$ cat config.mk
export PLATFORM = sky130hd
export DESIGN_NAME = star_motion_sequencer
export DESIGN_NICKNAME = d
export VERILOG_FILES = /design/src/rtl/star_pkg.sv /design/src/rtl/star_phase_timer.sv /design/src/rtl/star_motion_sequencer.sv
export SDC_FILE = /design/constraint.sdc
export NUM_CORES = 1
export LEC_CHECK = 0
export BUFFER_PORTS_ARGS = -buffer_cell sky130_fd_sc_hd__buf_2
export CAP_MARGIN = 10
export CORE_MARGIN = 2
export CORE_UTILIZATION = 45
export DETAILED_ROUTE_END_ITERATION = 16
export MAX_ROUTING_LAYER = met4
export PLACE_DENSITY = 0.63
export SKIP_CTS_REPAIR_TIMING = 1
export SLEW_MARGIN = 20
export SYNTH_ARGS = -nofsm -noshare
export SYNTH_HDL_FRONTEND = slang
export SYNTH_SLANG_ARGS = --single-unit
$ cat constraint.sdc
create_clock -name i_clk -period 3.7 [get_ports i_clk]
set_clock_uncertainty 0.05 [all_clocks]
set_input_delay 0.74 -clock i_clk [delete_from_list [all_inputs] [get_ports i_clk]]
set_output_delay 0.74 -clock i_clk [all_outputs]
set_load 0.1 [all_outputs]
$ cat src/rtl/star_pkg.sv
// -----------------------------------------------------------------------------
// star_pkg
// Shared definitions for the star mechanism sequencer: state encodings,
// motor-bus bit positions, grill/star sensor codes and latched fault codes.
// -----------------------------------------------------------------------------
package star_pkg;

  typedef enum logic [3:0] {
    ST_IDLE    = 4'd0,
    ST_G_OPEN  = 4'd1,
    ST_SETTLE1 = 4'd2,
    ST_S_MOVE  = 4'd3,
    ST_SETTLE2 = 4'd4,
    ST_G_CLOSE = 4'd5,
    ST_DONE    = 4'd6,
    ST_FAULT   = 4'd7
  } state_t;

  // Bit positions on the 4-bit motor command bus
  localparam int MOTOR_G_OPEN  = 3;
  localparam int MOTOR_G_CLOSE = 2;
  localparam int MOTOR_S_HIDE  = 1;
  localparam int MOTOR_S_EXT   = 0;

  // Grill sensor codes
  localparam logic [1:0] GRILL_CLOSED  = 2'b00;
  localparam logic [1:0] GRILL_OPEN    = 2'b01;
  localparam logic [1:0] GRILL_INVALID = 2'b11;

  // Star sensor codes
  localparam logic [1:0] STAR_UP       = 2'b00;
  localparam logic [1:0] STAR_HIDDEN   = 2'b01;
  localparam logic [1:0] STAR_INVALID  = 2'b11;

  typedef enum logic [2:0] {
    FC_NONE           = 3'd0,
    FC_GRILL_OPEN_TO  = 3'd1,
    FC_STAR_TO        = 3'd2,
    FC_GRILL_CLOSE_TO = 3'd3,
    FC_SENSOR         = 3'd4,
    FC_INTERLOCK      = 3'd5,
    FC_STAR_LOST      = 3'd6
  } fault_t;

  // Sensor code the star must report once it has reached the requested end
  function automatic logic [1:0] star_code(input logic hide);
    return hide ? STAR_HIDDEN : STAR_UP;
  endfunction

endpackage

$ cat src/rtl/star_phase_timer.sv
// -----------------------------------------------------------------------------
// star_phase_timer
// Phase/settle counter. Cleared on i_clr, counts while i_en is high and
// saturates once the count reaches i_limit.
//   i_clk      system clock
//   i_rst_n    asynchronous active-low reset
//   i_clr      synchronous clear (takes priority over counting)
//   i_en       count enable
//   i_limit    compare value
//   o_expired  count has reached i_limit
// -----------------------------------------------------------------------------
module star_phase_timer #(
  parameter int CNT_W = 24
) (
  input  logic             i_clk,
  input  logic             i_rst_n,
  input  logic             i_clr,
  input  logic             i_en,
  input  logic [CNT_W-1:0] i_limit,
  output logic             o_expired
);

  logic [CNT_W-1:0] r_cnt;

  assign o_expired = (r_cnt >= i_limit);

  always_ff @(posedge i_clk or negedge i_rst_n) begin
    if (!i_rst_n) begin
      r_cnt <= '0;
    end else if (i_clr) begin
      r_cnt <= '0;
    end else if (i_en && !o_expired) begin
      r_cnt <= r_cnt + 1'b1;
    end
  end

endmodule

$ cat src/rtl/star_motion_sequencer.sv
// -----------------------------------------------------------------------------
// star_motion_sequencer
// Supervisory controller for the star mechanism: open grill -> move star ->
// close grill, with settle dwells between phases, per-phase timeouts, a
// grill/star interlock and a latched fault.
//
// Ports
//   i_clk, i_rst_n          clock, asynchronous active-low reset
//   i_cmd_hide, i_cmd_show  sequence requests, sampled in IDLE only
//   i_abort                 stop motion and return to IDLE (not from FAULT)
//   i_fault_clr             release the latched fault
//   i_grill_pos             00 closed, 01 open, 10 moving, 11 invalid
//   i_star_pos              00 up, 01 hidden, 10 moving, 11 invalid
//   o_motor                 [3] grill open [2] grill close [1] star hide
//                           [0] star extend, decoded from state only
//   o_busy                  sequence in progress
//   o_done                  one-cycle completion pulse
//   o_fault, o_fault_code   latched fault and its cause
//   o_state                 current state for debug
//
// Build option
//   STAR_SEQ_RETRY_EN  when defined, the first timeout of a motion phase
//                      dwells with motors off and retries that phase once.
// -----------------------------------------------------------------------------
module star_motion_sequencer
  import star_pkg::*;
#(
  parameter int               CNT_W         = 24,
  parameter logic [CNT_W-1:0] GRILL_TIMEOUT = 24'd10_000_000,
  parameter logic [CNT_W-1:0] STAR_TIMEOUT  = 24'd10_000_000,
  parameter logic [CNT_W-1:0] SETTLE_CYCLES = 24'd1_000
) (
  input  logic       i_clk,
  input  logic       i_rst_n,
  input  logic       i_cmd_hide,
  input  logic       i_cmd_show,
  input  logic       i_abort,
  input  logic       i_fault_clr,
  input  logic [1:0] i_grill_pos,
  input  logic [1:0] i_star_pos,
  output logic [3:0] o_motor,
  output logic       o_busy,
  output logic       o_done,
  output logic       o_fault,
  output logic [2:0] o_fault_code,
  output logic [3:0] o_state
);

  // The counter reads 0 in the first cycle of a state, so a phase that may
  // last N cycles expires when the count reaches N-1.
  localparam logic [CNT_W-1:0] ONE        = {{(CNT_W-1){1'b0}}, 1'b1};
  localparam logic [CNT_W-1:0] GRILL_LIM  = GRILL_TIMEOUT - ONE;
  localparam logic [CNT_W-1:0] STAR_LIM   = STAR_TIMEOUT - ONE;
  localparam logic [CNT_W-1:0] SETTLE_LIM = SETTLE_CYCLES - ONE;

  state_t           r_state, state_nxt;
  logic             r_target, target_nxt;      // 1 = hide, 0 = show
  fault_t           r_fault_code, code_nxt;
  logic             sensor_bad;
  logic             to_hit;
  fault_t           to_code;
  logic             tmr_clr;
  logic             tmr_expired;
  logic [CNT_W-1:0] tmr_limit;
  logic [1:0]       star_goal;

`ifdef STAR_SEQ_RETRY_EN
  logic             r_retry_used, retry_nxt;
  state_t           r_resume, resume_nxt;       // ST_IDLE = no retry pending
`endif

  assign sensor_bad = (i_grill_pos == GRILL_INVALID) || (i_star_pos == STAR_INVALID);
  assign star_goal  = star_code(r_target);

  // Timer: cleared on every state change, limit chosen by current state
  always_comb begin
    tmr_limit = '0;
    case (r_state)
      ST_G_OPEN, ST_G_CLOSE:  tmr_limit = GRILL_LIM;
      ST_S_MOVE:              tmr_limit = STAR_LIM;
      ST_SETTLE1, ST_SETTLE2: tmr_limit = SETTLE_LIM;
      default:                tmr_limit = '0;
    endcase
  end

  assign tmr_clr = (state_nxt != r_state);

  star_phase_timer #(
    .CNT_W (CNT_W)
  ) u_timer (
    .i_clk     (i_clk),
    .i_rst_n   (i_rst_n),
    .i_clr     (tmr_clr),
    .i_en      (1'b1),
    .i_limit   (tmr_limit),
    .o_expired (tmr_expired)
  );

  // Next-state logic; priority abort > sensor invalid > interlock > timeout
  always_comb begin
    state_nxt  = r_state;
    target_nxt = r_target;
    code_nxt   = r_fault_code;
    to_hit     = 1'b0;
    to_code    = FC_NONE;
`ifdef STAR_SEQ_RETRY_EN
    retry_nxt  = r_retry_used;
    resume_nxt = r_resume;
`endif

    if (r_state == ST_FAULT) begin
      if (i_fault_clr) begin
        state_nxt = ST_IDLE;
        code_nxt  = FC_NONE;
      end
    end else if (i_abort) begin
      state_nxt = ST_IDLE;
    end else if ((r_state != ST_IDLE) && sensor_bad) begin
      state_nxt = ST_FAULT;
      code_nxt  = FC_SENSOR;
    end else begin
      case (r_state)
        ST_IDLE: begin
          // Simultaneous hide and show is ambiguous and is ignored
          if (i_cmd_hide != i_cmd_show) begin
            target_nxt = i_cmd_hide;
            if ((i_grill_pos == GRILL_CLOSED) && (i_star_pos == star_code(i_cmd_hide)))
              state_nxt = ST_DONE;
            else
              state_nxt = ST_G_OPEN;
          end
        end
        ST_G_OPEN: begin
          if (tmr_expired) begin
            to_hit  = 1'b1;
            to_code = FC_GRILL_OPEN_TO;
          end else if (i_grill_pos == GRILL_OPEN) begin
            state_nxt = ST_SETTLE1;
`ifdef STAR_SEQ_RETRY_EN
            retry_nxt = 1'b0;
`endif
          end
        end
        ST_SETTLE1: begin
          if (tmr_expired) begin
`ifdef STAR_SEQ_RETRY_EN
            if (r_resume != ST_IDLE) begin
              state_nxt  = r_resume;
              resume_nxt = ST_IDLE;
            end else
`endif
            state_nxt = ST_S_MOVE;
          end
        end
        ST_S_MOVE: begin
          // Star must never move unless the grill reports fully open
          if (i_grill_pos != GRILL_OPEN) begin
            state_nxt = ST_FAULT;
            code_nxt  = FC_INTERLOCK;
          end else if (tmr_expired) begin
            to_hit  = 1'b1;
            to_code = FC_STAR_TO;
          end else if (i_star_pos == star_goal) begin
            state_nxt = ST_SETTLE2;
`ifdef STAR_SEQ_RETRY_EN
            retry_nxt = 1'b0;
`endif
          end
        end
        ST_SETTLE2: begin
          if (tmr_expired) begin
`ifdef STAR_SEQ_RETRY_EN
            if (r_resume != ST_IDLE) begin
              state_nxt  = r_resume;
              resume_nxt = ST_IDLE;
            end else
`endif
            state_nxt = ST_G_CLOSE;
          end
        end
        ST_G_CLOSE: begin
          // Closing onto a star that left its end position would jam it
          if (i_star_pos != star_goal) begin
            state_nxt = ST_FAULT;
            code_nxt  = FC_STAR_LOST;
          end else if (tmr_expired) begin
            to_hit  = 1'b1;
            to_code = FC_GRILL_CLOSE_TO;
          end else if (i_grill_pos == GRILL_CLOSED) begin
            state_nxt = ST_DONE;
`ifdef STAR_SEQ_RETRY_EN
            retry_nxt = 1'b0;
`endif
          end
        end
        ST_DONE:  state_nxt = ST_IDLE;
        default:  state_nxt = ST_IDLE;
      endcase
    end

    if (to_hit) begin
      state_nxt = ST_FAULT;
      code_nxt  = to_code;
`ifdef STAR_SEQ_RETRY_EN
      // First timeout of this phase: dwell motors-off, then rerun the phase
      if (!r_retry_used) begin
        state_nxt  = (r_state == ST_G_OPEN) ? ST_SETTLE1 : ST_SETTLE2;
        code_nxt   = r_fault_code;
        retry_nxt  = 1'b1;
        resume_nxt = r_state;
      end
`endif
    end

`ifdef STAR_SEQ_RETRY_EN
    if ((state_nxt == ST_IDLE) || (state_nxt == ST_FAULT)) begin
      retry_nxt  = 1'b0;
      resume_nxt = ST_IDLE;
    end
`endif
  end

  // State register stage
  always_ff @(posedge i_clk or negedge i_rst_n) begin
    if (!i_rst_n) begin
      r_state      <= ST_IDLE;
      r_target     <= 1'b0;
      r_fault_code <= FC_NONE;
    end else begin
      r_state      <= state_nxt;
      r_target     <= target_nxt;
      r_fault_code <= code_nxt;
    end
  end

`ifdef STAR_SEQ_RETRY_EN
  always_ff @(posedge i_clk or negedge i_rst_n) begin
    if (!i_rst_n) begin
      r_retry_used <= 1'b0;
      r_resume     <= ST_IDLE;
    end else begin
      r_retry_used <= retry_nxt;
      r_resume     <= resume_nxt;
    end
  end
`endif

  // Output decode from registered state only
  always_comb begin
    o_motor = 4'b0000;
    case (r_state)
      ST_G_OPEN:  o_motor[MOTOR_G_OPEN]  = 1'b1;
      ST_G_CLOSE: o_motor[MOTOR_G_CLOSE] = 1'b1;
      ST_S_MOVE: begin
        if (r_target) o_motor[MOTOR_S_HIDE] = 1'b1;
        else          o_motor[MOTOR_S_EXT]  = 1'b1;
      end
      default:    o_motor = 4'b0000;
    endcase
  end

  assign o_busy       = (r_state != ST_IDLE) && (r_state != ST_FAULT);
  assign o_done       = (r_state == ST_DONE);
  assign o_fault      = (r_state == ST_FAULT);
  assign o_fault_code = r_fault_code;
  assign o_state      = r_state;

endmodule

==> flow_summary.rst, run 1 <==
.. list-table::
   :header-rows: 1

   * - Metric
     - Value
   * - Run status
     - complete, no violations
   * - Die Footprint
     - 6230 um^2
   * - Startpoint Class
     - flip-flop
   * - Post-placement cell area
     - 2830 um^2
   * - Sinks on Clock Net
     - 32
   * - Total power
     - roughly 1.2 mW
   * - Post-Place Cells
     - 377
   * - Number of antenna violations at the first check in global routing
     - 0
   * - Mean instance size in the synthesized netlist
     - between 9 and 10 um^2
   * - Number of flops mapped to enable cells by yosys
     - 0
   * - Count leader, synth
     - sky130_fd_sc_hd__dfrtp_1
   * - Worst Slack Setup Final
     - between 0.2 and 0.25 ns
   * - IO Count
     - 24
   * - Overall fraction of global-route tracks in use
     - 0.203
   * - Worst r2r path cells
     - 13
   * - Height of the die
     - around 79 um
   * - Via count
     - 2192
   * - Clock Tree Buf Depth
     - 2
   * - Number of global-route vias before repair
     - around 2100
   * - Number of maximum-capacitance violations
     - 0
   * - Length of the first detailed-routing pass in iterations
     - 4
   * - Horiz. Die Dim
     - between 70 and 80 um
   * - Sequential standard cell area
     - between 800 and 900 um^2
   * - Required time at the endpoint of the critical path
     - about 3.8 ns
   * - Final critical-path required period
     - between 3 and 4 ns
   * - Post-synth ARST share
     - 1.00
   * - Sequential fraction of the synthesis area
     - 0.317
   * - Number of register bits inferred by synthesis
     - 32
   * - Static Leak
     - 1.24 nW
   * - Most used standard cells in the synthesized netlist
     - sky130_fd_sc_hd__dfrtp_1, sky130_fd_sc_hd__xnor2_1, sky130_fd_sc_hd__nor2_1
   * - Endpoints failing setup
     - 0
   * - Largest net degree at the start of global routing
     - 33
   * - Actual transition at the worst max-transition pin
     - 0.739 ns
   * - Final weighted congestion in routability-driven placement
     - between 0.9 and 1
   * - Worst Hold Class
     - flip-flop to flip-flop
   * - Cts bufs inserted
     - 5
   * - Arrival @ worst endpoint
     - approximately 3.6 ns
   * - Total number of yosys warnings
     - 0
   * - RSZ-0062 raised after global routing
     - false
   * - Initial core utilization
     - 0.462
   * - Final design area excluding fillers
     - between 2000 and 3000 um^2
   * - CP endpoint kind
     - flip-flop
   * - F_max
     - roughly 290 MHz
   * - Final design utilization
     - 0.536
   * - Wire length of the first global-routing pass
     - 9760 um
   * - Synthesis-to-finish area growth
     - 16.2%
   * - Start-to-end type of the worst setup path
     - flip-flop to flip-flop
   * - Minimum hold slack
     - between 0.4 and 0.5 ns
   * - Area of the core region
     - roughly 5500 um^2
   * - Worst supply voltage drop on vdd
     - approximately 200 uV
   * - Gr ovfl total
     - 0
   * - Fill cells
     - between 500 and 600
   * - Multi-input combinational cell area
     - ~1600 um^2
   * - Max Transition Viols Final
     - 0
   * - H-tree depth reported by CTS
     - 2
   * - Max-Slew Margin vs Limit
     - 0.507
   * - Clock root buffer
     - sky130_fd_sc_hd__clkbuf_8
   * - Sum of negative setup slack
     - 0 ns
   * - Hold violation count in the final report
     - 0
   * - Clock transition time at the flip-flop clock pins of the worst setup and hold paths
     - 0.07 ns
   * - Antenna cells
     - 0
   * - DPL Wire Length
     - around 4200 um
   * - Average wire per standard cell
     - ~15 um
   * - Cell Rows
     - 27
   * - Final period util
     - 0.933
   * - Biggest area consumer among synthesized cells
     - sky130_fd_sc_hd__dfrtp_1
   * - Cells after Synth
     - approximately 280
   * - Net count after synthesis
     - about 300
   * - Number of nets with antenna violations after routing
     - 0
   * - Post-synth top flop
     - sky130_fd_sc_hd__dfrtp_1
   * - Fraction of synthesized cell area taken by the top area cell type
     - 0.317
   * - Number of standard cells in the layout, taps in and fillers out
     - ~390
   * - Worst-case setup slack after placement
     - about 0.20 ns
   * - Number of DRC markers in iteration 0
     - 86
   * - Residual DRC
     - 0
   * - Number of nets in the finished design
     - around 340
   * - Clock tree from TritonCTS
     - yes
   * - Post-synth design cell area
     - 2530 um^2
   * - Biggest area contributors in the synthesized netlist
     - sky130_fd_sc_hd__dfrtp_1, sky130_fd_sc_hd__ha_1, sky130_fd_sc_hd__nor3_2
   * - Number of cells on the worst hold path
     - 1
   * - Via density
     - approximately 5.7
   * - CP Max Fanout
     - 24
   * - Clock network latency to the later pin of the worst-skew pair
     - 0.28 ns
   * - Power per Cell Area
     - 406 nW/um^2
   * - Count of cell types in the netlist
     - 60
   * - Count of input and output buffers
     - 23
   * - Detailed Route WL
     - 5680 um
   * - Proportion of layout cells with a drive suffix above 1
     - 0.275
power by group:
group | internal (mW) | leakage [nW] | switching [mW] | total, mW
logic | 0.154 | 0.769 | 0.378 | 0.532
clock network | 0.152 | 0.0455 | 0.122 | 0.274
registers | 0.373 | 0.420 | 0.0138 | 0.387
total | 0.679 | 1.24 | 0.514 | 1.19
state kept, by name (all words and copies together), names as in the netlist:
register and count:
o_fault_code 3, o_state 4, u_timer.r_cnt 24, r_target 1
final timing paths:
path / startpoint / endpoint / slack (ns)
worst max-delay path: o_state[3] / u_timer.r_cnt[20] / 0.25
worst min-delay path: o_fault_code[1] / o_fault_code[1] / 0.43
worst max register to register: o_state[3] / u_timer.r_cnt[20] / 0.25
worst min register to register: o_fault_code[1] / o_fault_code[1] / 0.43
max in group asynchronous: i_rst_n / o_state[0] / 2.58
min in group asynchronous: i_rst_n / u_timer.r_cnt[6] / 0.47
cells by family (layout without fill, tap and decap cells):
| group | after synthesis | count (layout) | synth area share |
|---|---|---|---|
| buffers and inverters | 22 | 58 | 0.0451 |
| other | 1 | 1 | 0.00148 |
| XOR/XNOR | 27 | 27 | 0.0936 |
| flip-flops | 32 | 32 | 0.317 |
| multiplexers | 1 | 1 | 0.00396 |
| adder cells (fa/ha/maj) | 17 | 17 | 0.0842 |
| AO/OA/AOI/OAI | 52 | 52 | 0.142 |
| AND/OR/NAND/NOR | 125 | 125 | 0.313 |
worst max-delay path: stages (launching register included):
cell and delay [ns]:
sky130_fd_sc_hd__dfrtp_4 0.49, sky130_fd_sc_hd__nand3b_1 0.16, sky130_fd_sc_hd__buf_4 0.19, sky130_fd_sc_hd__ha_1 0.33, sky130_fd_sc_hd__a211o_1 0.26, sky130_fd_sc_hd__a311o_1 0.32
sky130_fd_sc_hd__a21oi_1 0.19, sky130_fd_sc_hd__o211ai_2 0.14, sky130_fd_sc_hd__buf_4 0.19, sky130_fd_sc_hd__o41a_1 0.39, sky130_fd_sc_hd__nand4b_1 0.23, sky130_fd_sc_hd__nand4_4 0.11
sky130_fd_sc_hd__buf_12 0.20, sky130_fd_sc_hd__nor3_1 0.08
cells in the final DEF, fill, tap and decap left out, types with 7 or more instances in the layout:
master	count
sky130_fd_sc_hd__buf_2	23
sky130_fd_sc_hd__nor4_1	7
sky130_fd_sc_hd__dfrtp_1	28
sky130_fd_sc_hd__xnor2_1	22
sky130_fd_sc_hd__a21oi_1	11
sky130_fd_sc_hd__nor3_2	21
sky130_fd_sc_hd__ha_1	17
sky130_fd_sc_hd__nand2_1	20
sky130_fd_sc_hd__buf_4	15
sky130_fd_sc_hd__nand3_1	9
sky130_fd_sc_hd__nor3_1	9
sky130_fd_sc_hd__o21ai_0	10
sky130_fd_sc_hd__nor2_1	20
sky130_fd_sc_hd__and3_1	9
sky130_fd_sc_hd__inv_1	10
cell type report:
| class | count | area share |
|---|---|---|
| Multi-Input combinational cell | 223 | 0.557 |
| Timing Repair Buffer | 40 | 0.0912 |
| Tap cell | 72 | 0.0307 |
| Clock buffer | 8 | 0.0307 |
| Sequential cell | 32 | 0.278 |
| Inverter | 10 | 0.0128 |
per-layer routing:
metal  part of all wire  vias up  track usage
li1                   -     1096            -
met1               0.47     1027        0.256
met2               0.46       61        0.326
met3              0.047        8       0.0364
met4              0.018        0       0.0793
met5                  0        -            -
Power figures use the tool's default switching activity.
==> run 2, diff against run 1 <==
- PLACE_DENSITY: 0.63 -> 0.6
- clock period: 3.7 -> 4.3 ns (I/O delays scaled with it)
==> run 2 against run 1 <==
Register-to-register slack better by 0.14 ns. Worst setup slack improved by 0.14 ns. Clock power is 14% lower. Die area did not move. Largest power group unchanged. Final area down 3.3%. Largest cell class unchanged. Hold slack improved by 0.0071 ns. Highest routed layer unchanged. Core utilization shrank 1.8 points. Combinational power fell by 17%. Wire length increased by 6.1%. Via count increased by 0.73%. Global-route usage rose by 0.78 points.
==> flow_summary.rst, run 2 (synthesized netlist as in run 1, its figures left out) <==
.. list-table::
   :header-rows: 1

   * - Metric
     - Value
   * - Run status
     - complete, no violations
   * - Worst path buffer plus inverter count
     - 3
   * - Detailed Route WL
     - 6030 um
   * - Die Footprint
     - roughly 6200 um^2
   * - Residual DRC
     - 0
   * - Clock root buffer
     - sky130_fd_sc_hd__clkbuf_8
   * - Power per Cell Area
     - roughly 350 nW/um^2
   * - RSZ-0062 raised after global routing
     - false
   * - Cts bufs inserted
     - 5
   * - Number of antenna violations at the first check in global routing
     - 0
   * - Worst Slack Setup Final
     - between 0.3 and 0.4 ns
   * - Area of the core region
     - about 5500 um^2
   * - Fill cells
     - 557
   * - Final weighted congestion in routability-driven placement
     - between 0.8 and 0.9
   * - Sinks on Clock Net
     - 32
   * - Horiz. Die Dim
     - between 70 and 80 um
   * - Max FFs per register
     - 24
   * - CP endpoint kind
     - flip-flop
   * - Reg2Reg Capture Point
     - u_timer.r_cnt[18]
   * - F_max
     - roughly 260 MHz
   * - Critical path's slowest cell
     - sky130_fd_sc_hd__or4_1
   * - Internal reg-to-reg setup slack
     - between 0.3 and 0.4 ns
   * - Max Transition Viols Final
     - 0
   * - Top reg by flops
     - u_timer.r_cnt
   * - Clock tree from TritonCTS
     - yes
   * - Cell Rows
     - 27
   * - Synthesis-to-finish area growth
     - 12.3%
   * - Overall fraction of global-route tracks in use
     - 0.210
   * - Worst r2r path cells
     - 15
   * - Number of maximum-capacitance violations
     - 0
   * - Largest net degree at the start of global routing
     - 33
   * - Startpoint Class
     - flip-flop
   * - Number of DRC markers in iteration 0
     - ~170
   * - Worst hold path endpoint
     - o_fault_code[2]
   * - Wire length of the first global-routing pass
     - just over 10000 um
   * - Clock transition time at the flip-flop clock pins of the worst setup and hold paths
     - around 0.060 ns
   * - Arrival @ worst endpoint
     - between 4 and 5 ns
   * - Gr ovfl total
     - 0
   * - Clock Tree Buf Depth
     - 2
   * - Final critical-path required period
     - just under 4 ns
   * - Number of cells on the worst hold path
     - 1
   * - Number of global-route vias before repair
     - around 2100
   * - Sum of negative setup slack
     - 0 ns
   * - Hold violation count in the final report
     - 0
   * - Worst supply voltage drop on vdd
     - 171 uV
   * - Endpoints failing setup
     - 0
   * - Via count
     - around 2200
   * - Required time at the endpoint of the critical path
     - around 4.4 ns
   * - Antenna cells
     - 0
   * - Count of input and output buffers
     - 23
   * - Top cell family by delay on the critical path
     - simple AND/OR/NAND/NOR gates
   * - Proportion of layout cells with a drive suffix above 1
     - 0.232
   * - Worst-case setup slack after placement
     - 0.255 ns
   * - Hold path startpoint
     - o_fault_code[2]
   * - Length of the first detailed-routing pass in iterations
     - 4
   * - Sequence of cells on the critical path
     - buf_4 > xnor2_1 > nor3_1 > inv_1 > nand2_1 > inv_1 > ha_1 > a211oi_1 > o21ai_0 > a21oi_1 > o211ai_2 > or4_1 > nand4_2 > nand4_4 > nor3_1
   * - Height of the die
     - slightly below 80 um
   * - Most common library cell in the layout ignoring fill and taps
     - sky130_fd_sc_hd__dfrtp_1
   * - Delay contributed by the slowest stage of the critical path
     - roughly 0.63 ns
   * - Start-to-end type of the worst setup path
     - flip-flop to flip-flop
   * - H-tree depth reported by CTS
     - 2
   * - CP Max Fanout
     - 16
   * - Most frequent cells in the layout
     - sky130_fd_sc_hd__dfrtp_1, sky130_fd_sc_hd__buf_2, sky130_fd_sc_hd__xnor2_1
   * - Clock network latency to the later pin of the worst-skew pair
     - 0.28 ns
   * - Actual transition at the worst max-transition pin
     - between 0.7 and 0.8 ns
   * - Number of nets with antenna violations after routing
     - 0
   * - Number of nets in the finished design
     - 332
   * - Worst Hold Class
     - flip-flop to flip-flop
   * - Initial core utilization
     - 0.462
   * - Final period util
     - 0.909
   * - IO Count
     - 24
   * - Start of the worst register-to-register path
     - o_state[2]
   * - DPL Wire Length
     - ~4200 um
   * - Average wire per standard cell
     - roughly 16 um
   * - Static Leak
     - ~1.2 nW
   * - Via density
     - about 6
   * - Max-Slew Margin vs Limit
     - 0.492
## run 2: changes by cell type in the layout (fill, tap and decap cells not counted), sizes merged
cell / previous run / this run
buf: 40 / 32
nand4: 6 / 7
## run 2: metal layers
metal | track usage | routed length, um | vias up
met5 | - | 0 | -
li1 | - | - | 1085
met1 | 0.281 | 2810 | 1062
met2 | 0.325 | 2840 | 55
met4 | 0.0638 | 96 | 0
met3 | 0.0432 | 286 | 6
## run 2: final cells by class
| class | instances | area [um^2] | area share |
|---|---|---|---|
| clock buffers | 8 | 90.1 | 0.0317 |
| inverters | 10 | 37.5 | 0.0132 |
| multi-input cells | 224 | 1640 | 0.577 |
| flip-flops and latches | 32 | 801 | 0.282 |
| well taps | 72 | 90.1 | 0.0317 |
| repair buffers | 32 | 183 | 0.0644 |
## run 2: worst max path at each step
stage | end | cells after the start | startpoint
finish | u_timer.r_cnt[18] | 15 | o_state[2]
global route | u_timer.r_cnt[18] | 16 | o_state[1]
CTS | u_timer.r_cnt[18] | 15 | o_state[2]
detailed placement | u_timer.r_cnt[18] | 15 | o_state[2]
global placement | u_timer.r_cnt[18] | 15 | o_state[2]
floorplan | o_busy | 4 | o_state[3]
## run 2: report_power, final
part | internal (mW) | switching, mW | total [mW]
Clock | 0.130 | 0.105 | 0.235
Combinational | 0.111 | 0.332 | 0.442
Sequential | 0.317 | 0.00922 | 0.326
## run 2: per-stage QoR
stage          area, um^2   util  hold WS, ns  instances  total power, mW
2_1_floorplan        2530      -        0.489        277            0.680
3_3_place_gp         2730  0.498        0.419        369            0.761
3_5_place_dp         2730  0.498        0.427        369            0.763
4_1_cts              2820  0.515        0.445        377             1.00
5_1_grt              2840  0.519        0.458        378             1.07
6_report             2840  0.519        0.440        378             1.00
